## src/rtl/freq_meter_ctrl.sv

```systemverilog
// Measurement sequencer for the frequency meter: gate window, result latch, BCD handshake,
// display hold and re-arm, with selectable gate time and single-shot or continuous operation.
module freq_meter_ctrl #(
    parameter int unsigned CLK_HZ       = 50_000_000,
    parameter int unsigned HOLD_CYCLES  = 25_000_000,
    parameter int unsigned CONV_TIMEOUT = 1024
) (
    input  logic       clk,
    input  logic       rst_a_p,
    input  logic       run,
    input  logic       single,
    input  logic [1:0] range_sel,
    input  logic       cnt_ovf,
    input  logic       bcd_done,
    output logic       cnt_clr,
    output logic       cnt_en,
    output logic       latch_en,
    output logic       bcd_start,
    output logic       busy,
    output logic       ovf,
    output logic       err,
    output logic [1:0] range_q
);

    localparam int unsigned TW = $clog2(CLK_HZ + 1);

    typedef enum logic [2:0] {
        StIdle,
        StClear,
        StGate,
        StLatch,
        StConv,
        StHold
    } state_e;

    state_e        state_q, state_d;
    logic [TW-1:0] tmr_q, tmr_d;
    logic [1:0]    range_s_q, range_s_d;
    logic [1:0]    range_out_q, range_out_d;
    logic          sticky_q, sticky_d;
    logic          ovf_q, ovf_d;
    logic          err_q, err_d;
    logic          conv_first;

    // Last value of the gate down-counter, i.e. gate length minus one.
    function automatic logic [TW-1:0] gate_last(input logic [1:0] r);
        logic [TW-1:0] v;
        case (r)
            2'd0:    v = TW'(CLK_HZ - 1);
            2'd1:    v = TW'(CLK_HZ / 10 - 1);
            2'd2:    v = TW'(CLK_HZ / 100 - 1);
            default: v = TW'(CLK_HZ / 1000 - 1);
        endcase
        return v;
    endfunction

    // The timeout counter is loaded on CONV entry, so its reload value marks the first cycle.
    assign conv_first = (tmr_q == TW'(CONV_TIMEOUT - 1));

    always_comb begin
        state_d     = state_q;
        tmr_d       = tmr_q;
        range_s_d   = range_s_q;
        range_out_d = range_out_q;
        sticky_d    = sticky_q;
        ovf_d       = ovf_q;
        err_d       = err_q;
        cnt_clr     = 1'b0;
        cnt_en      = 1'b0;
        latch_en    = 1'b0;
        bcd_start   = 1'b0;
        busy        = (state_q != StIdle);

        unique case (state_q)
            StIdle: begin
                if (run || single) begin
                    state_d = StClear;
                end
            end
            StClear: begin
                cnt_clr   = 1'b1;
                range_s_d = range_sel;
                sticky_d  = 1'b0;
                tmr_d     = gate_last(range_sel);
                state_d   = StGate;
            end
            StGate: begin
                cnt_en   = 1'b1;
                sticky_d = sticky_q | cnt_ovf;
                if (tmr_q == '0) begin
                    state_d = StLatch;
                end else begin
                    tmr_d = tmr_q - TW'(1);
                end
            end
            StLatch: begin
                latch_en    = 1'b1;
                ovf_d       = sticky_q | cnt_ovf;
                range_out_d = range_s_q;
                err_d       = 1'b0;
                tmr_d       = TW'(CONV_TIMEOUT - 1);
                state_d     = StConv;
            end
            StConv: begin
                bcd_start = conv_first;
                if (!conv_first && bcd_done) begin
                    tmr_d   = TW'(HOLD_CYCLES - 1);
                    state_d = StHold;
                end else if (tmr_q == '0) begin
                    err_d   = 1'b1;
                    tmr_d   = TW'(HOLD_CYCLES - 1);
                    state_d = StHold;
                end else begin
                    tmr_d = tmr_q - TW'(1);
                end
            end
            StHold: begin
                if (tmr_q == '0) begin
                    state_d = run ? StClear : StIdle;
                end else begin
                    tmr_d = tmr_q - TW'(1);
                end
            end
            default: begin
                state_d = StIdle;
            end
        endcase
    end

    always_ff @(posedge clk) begin
        if (rst_a_p) begin
            state_q     <= StIdle;
            tmr_q       <= '0;
            range_s_q   <= 2'd0;
            range_out_q <= 2'd0;
            sticky_q    <= 1'b0;
            ovf_q       <= 1'b0;
            err_q       <= 1'b0;
        end else begin
            state_q     <= state_d;
            tmr_q       <= tmr_d;
            range_s_q   <= range_s_d;
            range_out_q <= range_out_d;
            sticky_q    <= sticky_d;
            ovf_q       <= ovf_d;
            err_q       <= err_d;
        end
    end

    assign ovf     = ovf_q;
    assign err     = err_q;
    assign range_q = range_out_q;

endmodule

```

## config.mk

```make
export PLATFORM = sky130hd
export DESIGN_NAME = freq_meter_ctrl
export DESIGN_NICKNAME = d
export VERILOG_FILES = /design/src/rtl/freq_meter_ctrl.sv
export SDC_FILE = /design/constraint.sdc
export NUM_CORES = 1
export LEC_CHECK = 0
export ABC_AREA = 1
export BUFFER_PORTS_ARGS = -buffer_cell sky130_fd_sc_hd__buf_2
export CAP_MARGIN = 20
export CORE_AREA = 10 10 68 112
export DETAILED_ROUTE_END_ITERATION = 6
export DIE_AREA = 0 0 78 122
export MAX_ROUTING_LAYER = met4
export PLACE_DENSITY = 0.66
export SLEW_MARGIN = 20
export SYNTH_ARGS = -nofsm -noshare
export SYNTH_HDL_FRONTEND = slang
export SYNTH_SLANG_ARGS = --single-unit
```

## constraint.sdc

```tcl
create_clock -name clk -period 1.9 [get_ports clk]
set_clock_uncertainty 0.05 [all_clocks]
set_input_delay 0.095 -clock clk [delete_from_list [all_inputs] [get_ports clk]]
set_output_delay 0.095 -clock clk [all_outputs]
set_load 0.02 [all_outputs]
```

==> flow_metrics.py, run 1 <==
metrics = {
    "run_status": {
        "status": "finished, final reports clean",
    },
    "critical_path": {
        "critical_path_class": "register to register",
        "startpoint_type": "register",
        "slowest_delay_ps": 350,
        "critical_path_required_ps": 2040,
        "cp_max_fo": 9,
        "r2r_end": "tmr_q[12]$_SDFFE_PP0P_",
        "worstPathArrival_ps": 1980,
        "crit-reg2reg-launch": "tmr_q[0]$_SDFFE_PP0P_",
        "path_common_cell": "nand3_2",
        "rr_worst_depth": 12,
        "critical_path_buf_inv_count": 2,
        "path_delay_family": "simple AND/OR/NAND/NOR gates",
        "r2r_slack_ps": 60,
        "crit_path_end_kind": "register",
        "path_cells": "buf_4, ha_1, nand3_2, nor2_2, nand3_2, nand2_4, nand2_2, nand2_8, buf_6, o21ai_0, nand2_1, a21oi_1",
        "crit_slowest_cell": "dfxtp_1",
    },
    "floorplanning": {
        "die_width_um": 78,
        "start_util": 0.472,
        "num_io_pins": 17,
        "coreArea_mm2": 0.00579,
        "die_area_mm2": 0.00952,
        "die_h_um": 122,
        "num_rows": 37,
    },
    "synth": {
        "synth_top_family_by_area": "simple AND/OR/NAND/NOR gates",
        "synth_top_cell_by_area": "dfxtp_1",
        "yosysWarnings": 0,
        "synth_edf_count": 0,
        "ys_seq_area_frac": 0.264,
        "yosys.cell_count.top_type": "nand2_1",
        "muxShareOfSynthArea": 0,
        "async_flop_share": 0,
        "synthAdderAreaFrac": 0.0458,
        "syn-num-nets": 438,
        "synth_commonest_cells": "nand2_1 (89), nor2_1 (55), inv_1 (40)",
        "synth.distinct_cells": 33,
        "synth_seq_cells": 36,
        "synth_top_area_share": 0.264,
        "synthTopCellsByArea": "dfxtp_1 (26%), nand2_1 (12%), nor2_1 (7.6%)",
        "synth_top_flop_cell": "dfxtp_1",
        "synth_xor_area_frac": 0.0417,
        "syn_area_per_cell_um2": 6.51,
        "postSynthCellCount": 420,
        "synth_simple_gate_area_share": 0.385,
        "synth_compound_area_frac": 0.168,
        "synth_area_mm2": 0.00273,
    },
    "flow_run": {
        "maxCapViolations": 0,
    },
    "clocking": {
        "ctsHoldBuffers": 0,
        "cts_buffer_depth": 2,
        "cts.sinks": 36,
        "root_buffer": "clkbuf_8",
        "path_clk_slew_ps": 70,
        "clk_latency_ps": 310,
        "cts-buffers-inserted": 5,
        "cts_tree": "done",
        "h-tree-depth": 2,
    },
    "route": {
        "drc": 0,
        "vias_per_cell": 5.37,
        "routedWlPerCell_um": 16.1,
        "vias": 3048,
        "firstDrtPassIters": 6,
        "wl_um": 9140,
        "antenna_left": 0,
        "dr.first_iter.drc_count": 197,
    },
    "global_route": {
        "track_usage": 0.193,
        "grt_pass1_vias": 2955,
        "antenna_found_initial": 0,
        "grt_pass1_wl_um": 14100,
        "globalRouteOverflowTotal": 0,
        "grt_max_degree": 20,
    },
    "sta": {
        "slew_violations": 0,
        "tns_ps": 0,
        "worstMarginPinSlew_ps": 588,
        "min_period_ps": 1840,
        "fin_crit_sh": 0.968,
        "fmax_mhz": 544,
        "hold_viol": 0,
        "finalSetupViolations": 0,
        "slew_headroom": 0.607,
    },
    "final_layout": {
        "syn2layout_area_growth_pct": 28.4,
        "diodes": 0,
        "layout-drive-gt1-share": 0.308,
        "nNetsFinal": 507,
    },
    "place": {
        "gp_congestion": 0.978,
        "dp_hpwl_um": 6750,
        "io_buffers": 16,
    },
    "power": {
        "ir_drop_uv": 1100,
        "cellLeakagePower_uw": 0.00166,
        "finalPower_uw": 6870,
        "powerDensity_mw_per_mm2": 1960,
    },
    "min_path": {
        "hold_depth": 3,
        "hold_class": "input port to register",
        "hold_start": "cnt_ovf",
        "min_to": "ovf$_SDFFE_PP0P_",
    },
}
-- layout make-up --
class | instances | area, um^2
Inverter | 48 | 185
Sequential cell | 36 | 728
Tap cell | 78 | 97.6
Clock buffer | 6 | 72.6
Multi-Input combinational cell | 325 | 1860
Fill cell | 574 | 2280
Clock inverter | 2 | 35.0
Timing Repair Buffer | 73 | 536
-- power by group --
group          internal (uW)  total (uW)  switching (uW)  leakage, uW
logic                   1980        4950            2970      0.00131
clock network            390         701             311    0.0000552
registers               1000        1220             221     0.000298
total                   3370        6870            3510      0.00166
-- layout by cell type (no fill, tap or decap), types with 2 or more instances in the layout --
master	instances
nand2_2	9
o21ai_0	26
inv_1	37
o21ai_1	3
dfxtp_2	6
a21oi_1	31
buf_4	52
nand3_1	35
xor2_1	11
nand4_1	5
nand2_1	85
clkbuf_8	5
xnor2_1	2
buf_2	16
dfxtp_1	30
nor3_1	9
nand3b_1	4
nand3_2	4
nand3_4	3
ha_1	9
nor2_2	10
nor2_4	10
inv_4	2
nor2_1	47
a21oi_2	12
inv_2	8
buf_6	4
o21ai_2	3
-- metrics by stage --
step	setup slack [ps]	hold slack [ps]	instance area (um^2)	cells	utilization
2_1_floorplan	109	226	2730	420	-
3_3_place_gp	-9.06	338	3220	553	0.557
3_5_place_dp	-7.64	360	3220	553	0.557
4_1_cts	21.9	41.7	3340	561	0.576
5_1_grt	-24.6	75.2	3510	568	0.606
6_report	60.4	39.2	3510	568	0.606
-- flip-flops by register name, indices dropped and copies added (netlist names) --
name and flops:
err 1, state_q 3, range_q 2, sticky_q 1, tmr_q 26, ovf 1, range_s_q 2
-- repair_timing --
item                                    4_1_cts  5_1_grt
pin swaps                                     0       16
gates resized for setup                       3       40
gates cloned                                  0        1
buffers inserted                              0        6
endpoints found under the setup margin        4       30
-- kinds of logic after synthesis --
logic type / count (synthesis)
AO/OA/AOI/OAI: 78
XOR/XNOR: 13
adder cells (fa/ha/maj): 10
buffers and inverters: 59
flip-flops: 36
AND/OR/NAND/NOR: 224
-- worst max path at each step --
stage                                         to  depth (start not counted)  slack [ps]                    start
after detailed placement   tmr_q[5]$_SDFFE_PP0P_                          7          -8  state_q[1]$_SDFFE_PP0P_
after floorplan           tmr_q[11]$_SDFFE_PP0P_                         10         110    tmr_q[0]$_SDFFE_PP0P_
after CTS                 tmr_q[11]$_SDFFE_PP0P_                         11          20   tmr_q[12]$_SDFFE_PP0P_
after global placement    tmr_q[22]$_SDFFE_PP0P_                         11          -9  state_q[2]$_SDFFE_PP0P_
after global routing      tmr_q[19]$_SDFFE_PP0P_                         12         -20    tmr_q[5]$_SDFFE_PP0P_
final                     tmr_q[12]$_SDFFE_PP0P_                         12          60    tmr_q[0]$_SDFFE_PP0P_
-- worst reg2reg max path, stage by stage (launching register included) --
cell	delay, ps
dfxtp_1	350
buf_4	130
ha_1	180
nand3_2	110
nor2_2	100
nand3_2	120
nand2_4	110
nand2_2	90
nand2_8	130
buf_6	150
o21ai_0	90
nand2_1	70
a21oi_1	50
-- routing by layer --
layer / global-route usage / wire length [um] / up-vias
li1: - / - / 1505
met1: 0.180 / 3320 / 1384
met2: 0.355 / 4750 / 117
met3: 0.0288 / 437 / 42
met4: 0.127 / 631 / 0
met5: - / 0 / -
Power figures use the tool's default switching activity.
==> inputs of run 2 (changes only) <==
--- a/config.mk
+++ b/config.mk
@@ -9,9 +9,9 @@
 export BUFFER_PORTS_ARGS = -buffer_cell sky130_fd_sc_hd__buf_2
 export CAP_MARGIN = 20
 export CORE_AREA = 10 10 68 112
+export CTS_BUF_LIST = sky130_fd_sc_hd__clkbuf_16
 export DETAILED_ROUTE_END_ITERATION = 6
 export DIE_AREA = 0 0 78 122
-export MAX_ROUTING_LAYER = met4
 export PLACE_DENSITY = 0.66
 export SLEW_MARGIN = 20
 export SYNTH_ARGS = -nofsm -noshare
==> constraint.sdc (replaced) <==
create_clock -name clk -period 1.9 [get_ports clk]
set_clock_uncertainty 0.05 [all_clocks]
set_input_delay 0 -clock clk [delete_from_list [all_inputs] [get_ports clk]]
set_output_delay 0 -clock clk [all_outputs]
set_load 0.02 [all_outputs]
==> flow_metrics.py, run 2 (synthesized netlist as in run 1, its figures left out) <==
metrics = {
    "floorplanning": {
        "die_width_um": 78,
        "num_rows": 37,
        "coreArea_mm2": 0.00579,
        "die_h_um": 122,
        "die_area_mm2": 0.00952,
        "num_io_pins": 17,
        "start_util": 0.472,
    },
    "sta": {
        "slew_headroom": 0.626,
        "fmax_mhz": 550,
        "fin_ws_ps": 82.1,
        "fin_crit_sh": 0.957,
        "worstMarginPinSlew_ps": 560,
        "hold_viol": 0,
        "slew_violations": 0,
        "finalSetupViolations": 0,
        "min_period_ps": 1820,
        "rsz0062_at_grt": "true",
    },
    "final_layout": {
        "syn2layout_area_growth_pct": 28.3,
        "largest_register_ffs": 26,
        "final_cell_mix": "nand2_1 (84), nor2_1 (50), buf_4 (46), inv_1 (39), dfxtp_1 (35)",
        "fillerInstances": 568,
        "nNetsFinal": 502,
        "seqCellArea_um2": 722,
        "reg_top3": "tmr_q: 26 flops, state_q: 3 flops",
        "layout-drive-gt1-share": 0.283,
        "regMostFlops": "tmr_q",
        "fin_util": 0.606,
        "multi_input_area_mm2": 0.00187,
        "layout_commonest_cell": "nand2_1",
        "diodes": 0,
    },
    "route": {
        "antenna_left": 0,
        "highest_layer": "met4",
        "firstDrtPassIters": 4,
        "vias": 3037,
        "wl_met1_um": 3230,
        "dr.first_iter.drc_count": 265,
        "drc": 0,
        "vias_per_cell": 5.40,
        "route.met2.wl_um": 4540,
        "wl_met3_um": 437,
        "routedWlPerCell_um": 15.7,
        "wl_um": 8820,
    },
    "clocking": {
        "h-tree-depth": 2,
        "cts-buffers-inserted": 5,
        "root_buffer": "clkbuf_16",
        "cts_buffer_depth": 2,
        "cts_tree": "done",
        "clk_latency_ps": 290,
        "path_clk_slew_ps": 60,
        "cts.sinks": 36,
    },
    "global_route": {
        "grt_pass1_vias": 2863,
        "grt_pass1_wl_um": 14300,
        "track_usage": 0.187,
        "globalRouteOverflowTotal": 0,
        "antenna_found_initial": 0,
        "grt_max_degree": 20,
    },
    "critical_path": {
        "slowest_delay_ps": 310,
        "cp_max_fo": 5,
        "crit_slowest_cell": "dfxtp_1",
        "path_common_cell": "buf_4",
        "crit_path_end_kind": "register",
        "critical_path_class": "register to register",
        "worstPathArrival_ps": 1940,
        "critical_path_buf_inv_count": 3,
        "startpoint_type": "register",
        "path_delay_family": "simple AND/OR/NAND/NOR gates",
        "path_cells": "inv_1, buf_4, nand3_1, nor2_2, nand2_2, nor2_4, buf_4, xor2_1, nand3b_1, a21oi_2",
        "critical_path_required_ps": 2020,
    },
    "power": {
        "ir_drop_uv": 1360,
        "cellLeakagePower_uw": 0.00164,
        "powerDensity_mw_per_mm2": 1970,
    },
    "min_path": {
        "hold_class": "input port to register",
    },
    "place": {
        "pre_cts_slack_ps": -47.0,
        "dp_hpwl_um": 6570,
        "gp_congestion": 0.969,
        "io_buffers": 16,
    },
    "run_status": {
        "status": "finished, final reports clean",
    },
    "flow_run": {
        "maxCapViolations": 0,
    },
}
run 2: cell types whose count changed in the layout (fill, tap and decap cells not counted), moves of 2 or more:
cell	delta
dfxtp_2	-5
inv_1	+2
inv_2	-2
clkbuf_8	-5
clkbuf_16	+5
dfxtp_1	+5
nor2_4	-4
nor2_1	+3
nand2_4	+3
buf_4	-6
run 2: repair_timing:
item | in CTS | in global routing
hold buffers | 1 | 0
setup endpoints to repair | 3 | 27
hold endpoints to repair | 1 | 0
cloned | 0 | 1
buffers inserted | 0 | 7
gates resized for setup | 1 | 31
pin swaps | 0 | 6
run 2: routing by layer:
layer / track usage / vias to the layer above
met2: 0.331 / 107
met5: 0 / -
met3: 0.0347 / 33
li1: - / 1492
met4: 0.133 / 0
met1: 0.193 / 1405
run 2: worst min-delay path, cell delays in order:
cell    delay [ps]
buf_2           70
nor3_1          50
nor3_1         170
run 2: per-stage QoR:
| stage | instances | hold WS [ps] | TNS (ps) | area (um^2) | power, uW |
|---|---|---|---|---|---|
| after floorplan | 420 | 131 | 0 | 2730 | 4130 |
| after global placement | 546 | 245 | -25.6 | 3170 | 5490 |
| after detailed placement | 546 | 249 | -137 | 3170 | 5540 |
| after CTS | 554 | 23.2 | 0 | 3320 | 6370 |
| after global routing | 562 | 75.9 | -32.4 | 3500 | 7450 |
| final | 562 | 10.6 | 0 | 3500 | 6900 |
run 2: where the power goes:
group          switching, uW  internal [uW]
Sequential               224            996
Clock                    331            472
Combinational           2930           1950
run 2: area by class of cell:
cell class	count	share of cell area
multi-input combinational	326	0.534
sequential	36	0.206
timing repair buffer	67	0.140
inverter	48	0.0539
clock buffer	5	0.0357
tap	78	0.0278
clock inverter	2	0.00250
run 2: final timing paths:
check,from,end,slack (ps),depth (start not counted)
setup / recovery,tmr_q[0]$_SDFFE_PP0P_,tmr_q[17]$_SDFFE_PP0P_,80,10
hold / removal,single,state_q[2]$_SDFFE_PP0P_,10,3
setup reg to reg,tmr_q[0]$_SDFFE_PP0P_,tmr_q[17]$_SDFFE_PP0P_,80,10
hold reg to reg,range_q[0]$_SDFFE_PP0P_,range_q[0]$_SDFFE_PP0P_,450,2
==> inputs of run 3 (changes only) <==
--- a/config.mk
+++ b/config.mk
@@ -8,11 +8,12 @@
 export ABC_AREA = 1
 export BUFFER_PORTS_ARGS = -buffer_cell sky130_fd_sc_hd__buf_2
 export CAP_MARGIN = 20
-export CORE_AREA = 10 10 68 112
+export CORE_AREA = 10 10 65 107
 export CTS_BUF_LIST = sky130_fd_sc_hd__clkbuf_16
 export DETAILED_ROUTE_END_ITERATION = 6
-export DIE_AREA = 0 0 78 122
-export PLACE_DENSITY = 0.66
+export DIE_AREA = 0 0 75 117
+export PLACE_DENSITY = 0.83
+export RECOVER_POWER = 100
 export SLEW_MARGIN = 20
 export SYNTH_ARGS = -nofsm -noshare
 export SYNTH_HDL_FRONTEND = slang
==> flow_metrics.py, run 3 (synthesized netlist as in run 1, its figures left out) <==
metrics = {
    "run_status": {
        "status": "finished, violations left",
        "violations": "setup timing",
    },
    "final_layout": {
        "reg_top3": "tmr_q: 26 flops, state_q: 3 flops",
        "fin_area_mm2": 0.00335,
        "final_cells": 532,
        "multi_input_area_mm2": 0.00182,
        "fillerInstances": 422,
        "layout-drive-gt1-share": 0.245,
        "nNetsFinal": 494,
        "seqCellArea_um2": 722,
        "layout_commonest_cell": "nand2_1",
        "final_cell_mix": "nand2_1 (86), nor2_1 (51), inv_1 (42), buf_4 (41)",
        "regMostFlops": "tmr_q",
        "largest_register_ffs": 26,
        "diodes": 0,
        "syn2layout_area_growth_pct": 22.4,
    },
    "sta": {
        "worstMarginPinSlew_ps": 577,
        "fin_ws_ps": -24.9,
        "fin_crit_sh": 1.01,
        "hold_viol": 0,
        "finalSetupViolations": 3,
        "slew_violations": 0,
        "rsz0062_at_grt": "true",
        "slew_headroom": 0.615,
        "holdWs_ps": 13.2,
        "min_period_ps": 1920,
        "fmax_mhz": 520,
        "tns_ps": -53.7,
    },
    "place": {
        "dp_hpwl_um": 6490,
        "placed_area_mm2": 0.00312,
        "gp_congestion": 0.956,
        "dpl.cell_count": 522,
        "io_buffers": 16,
    },
    "floorplanning": {
        "num_rows": 35,
        "die_h_um": 117,
        "start_util": 0.524,
        "die_area_mm2": 0.00878,
        "die_width_um": 75,
        "coreArea_mm2": 0.00521,
        "num_io_pins": 17,
    },
    "global_route": {
        "track_usage": 0.214,
        "grt_pass1_vias": 3096,
        "antenna_found_initial": 0,
        "grt_max_degree": 20,
        "globalRouteOverflowTotal": 0,
        "grt_pass1_wl_um": 14600,
    },
    "critical_path": {
        "critical_path_buf_inv_count": 1,
        "path_cells": "buf_4, ha_1, nand3_1, nor2_1, nand3_2, nand2_2, nand2_2, nand2_8, o21ai_0, a21oi_2, nor2_1",
        "cp.depth": 11,
        "slowest_delay_ps": 330,
        "crit_path_end_kind": "register",
        "path_delay_family": "simple AND/OR/NAND/NOR gates",
        "critical_path_class": "register to register",
        "crit_slowest_cell": "dfxtp_1",
        "critical_path_required_ps": 2010,
        "r2r_slack_ps": -20,
        "worstPathArrival_ps": 2040,
        "rr_worst_depth": 11,
        "cp_max_fo": 16,
        "startpoint_type": "register",
    },
    "clocking": {
        "path_clk_slew_ps": 50,
        "cts-buffers-inserted": 5,
        "cts_buffer_depth": 2,
        "cts_tree": "done",
        "h-tree-depth": 2,
        "cts.sinks": 36,
        "root_buffer": "clkbuf_16",
        "clk_latency_ps": 280,
    },
    "route": {
        "dr.first_iter.drc_count": 221,
        "vias": 3064,
        "firstDrtPassIters": 5,
        "drc": 0,
        "wl_um": 8950,
        "routedWlPerCell_um": 16.8,
        "antenna_left": 0,
        "vias_per_cell": 5.76,
    },
    "min_path": {
        "hold_class": "input port to register",
        "hold_depth": 3,
    },
    "power": {
        "cellLeakagePower_uw": 0.00159,
        "powerDensity_mw_per_mm2": 1990,
        "finalPower_uw": 6660,
        "ir_drop_uv": 1110,
    },
    "flow_run": {
        "maxCapViolations": 0,
    },
}
-- run 3: timing repair --
action / 4_1_cts / 5_1_grt
endpoints found under the hold margin: 1 / 0
setup buffers: 0 / 1
pin swaps: 0 / 7
resized for setup: 1 / 21
hold buffers: 1 / 0
endpoints found under the setup margin: 7 / 26
-- run 3: path summary, 6_finish.rpt --
check / startpoint / endpoint
worst min-delay path: single / state_q[2]$_SDFFE_PP0P_
worst max register to register: tmr_q[0]$_SDFFE_PP0P_ / tmr_q[16]$_SDFFE_PP0P_
worst max-delay path: tmr_q[0]$_SDFFE_PP0P_ / tmr_q[16]$_SDFFE_PP0P_
worst min register to register: range_s_q[1]$_SDFFE_PP0P_ / range_s_q[1]$_SDFFE_PP0P_
-- run 3: where the power goes --
part	switching [uW]	internal, uW	total (uW)	leakage (uW)
Clock	310	472	781	0.0000738
Combinational	2930	1730	4660	0.00122
Sequential	220	997	1220	0.000296
Total	3460	3200	6660	0.00159
-- run 3: per-stage QoR --
stage / setup WS [ps] / utilization
floorplan: 109 / -
finish: -24.9 / 0.642
global placement: -15.3 / 0.599
detailed placement: -93.1 / 0.599
CTS: 15.8 / 0.628
global route: -69.7 / 0.642
-- run 3: worst min-delay path: stages --
cell	delay (ps)
buf_2	70
nor3_1	50
nor3_1	170
-- run 3: layout make-up --
type | count | share of cell area
Multi-Input combinational cell | 325 | 0.543
Sequential cell | 36 | 0.216
Timing Repair Buffer | 60 | 0.124
Inverter | 48 | 0.0553
Clock buffer | 5 | 0.0374
Tap cell | 55 | 0.0206
Clock inverter | 3 | 0.00337
-- run 3: layer usage --
metal	track usage	vias up	share of wire
met1	0.217	1394	0.35
met4	0.135	0	0.068
met5	0	-	0
met2	0.385	147	0.52
li1	-	1473	-
met3	0.0388	50	0.064
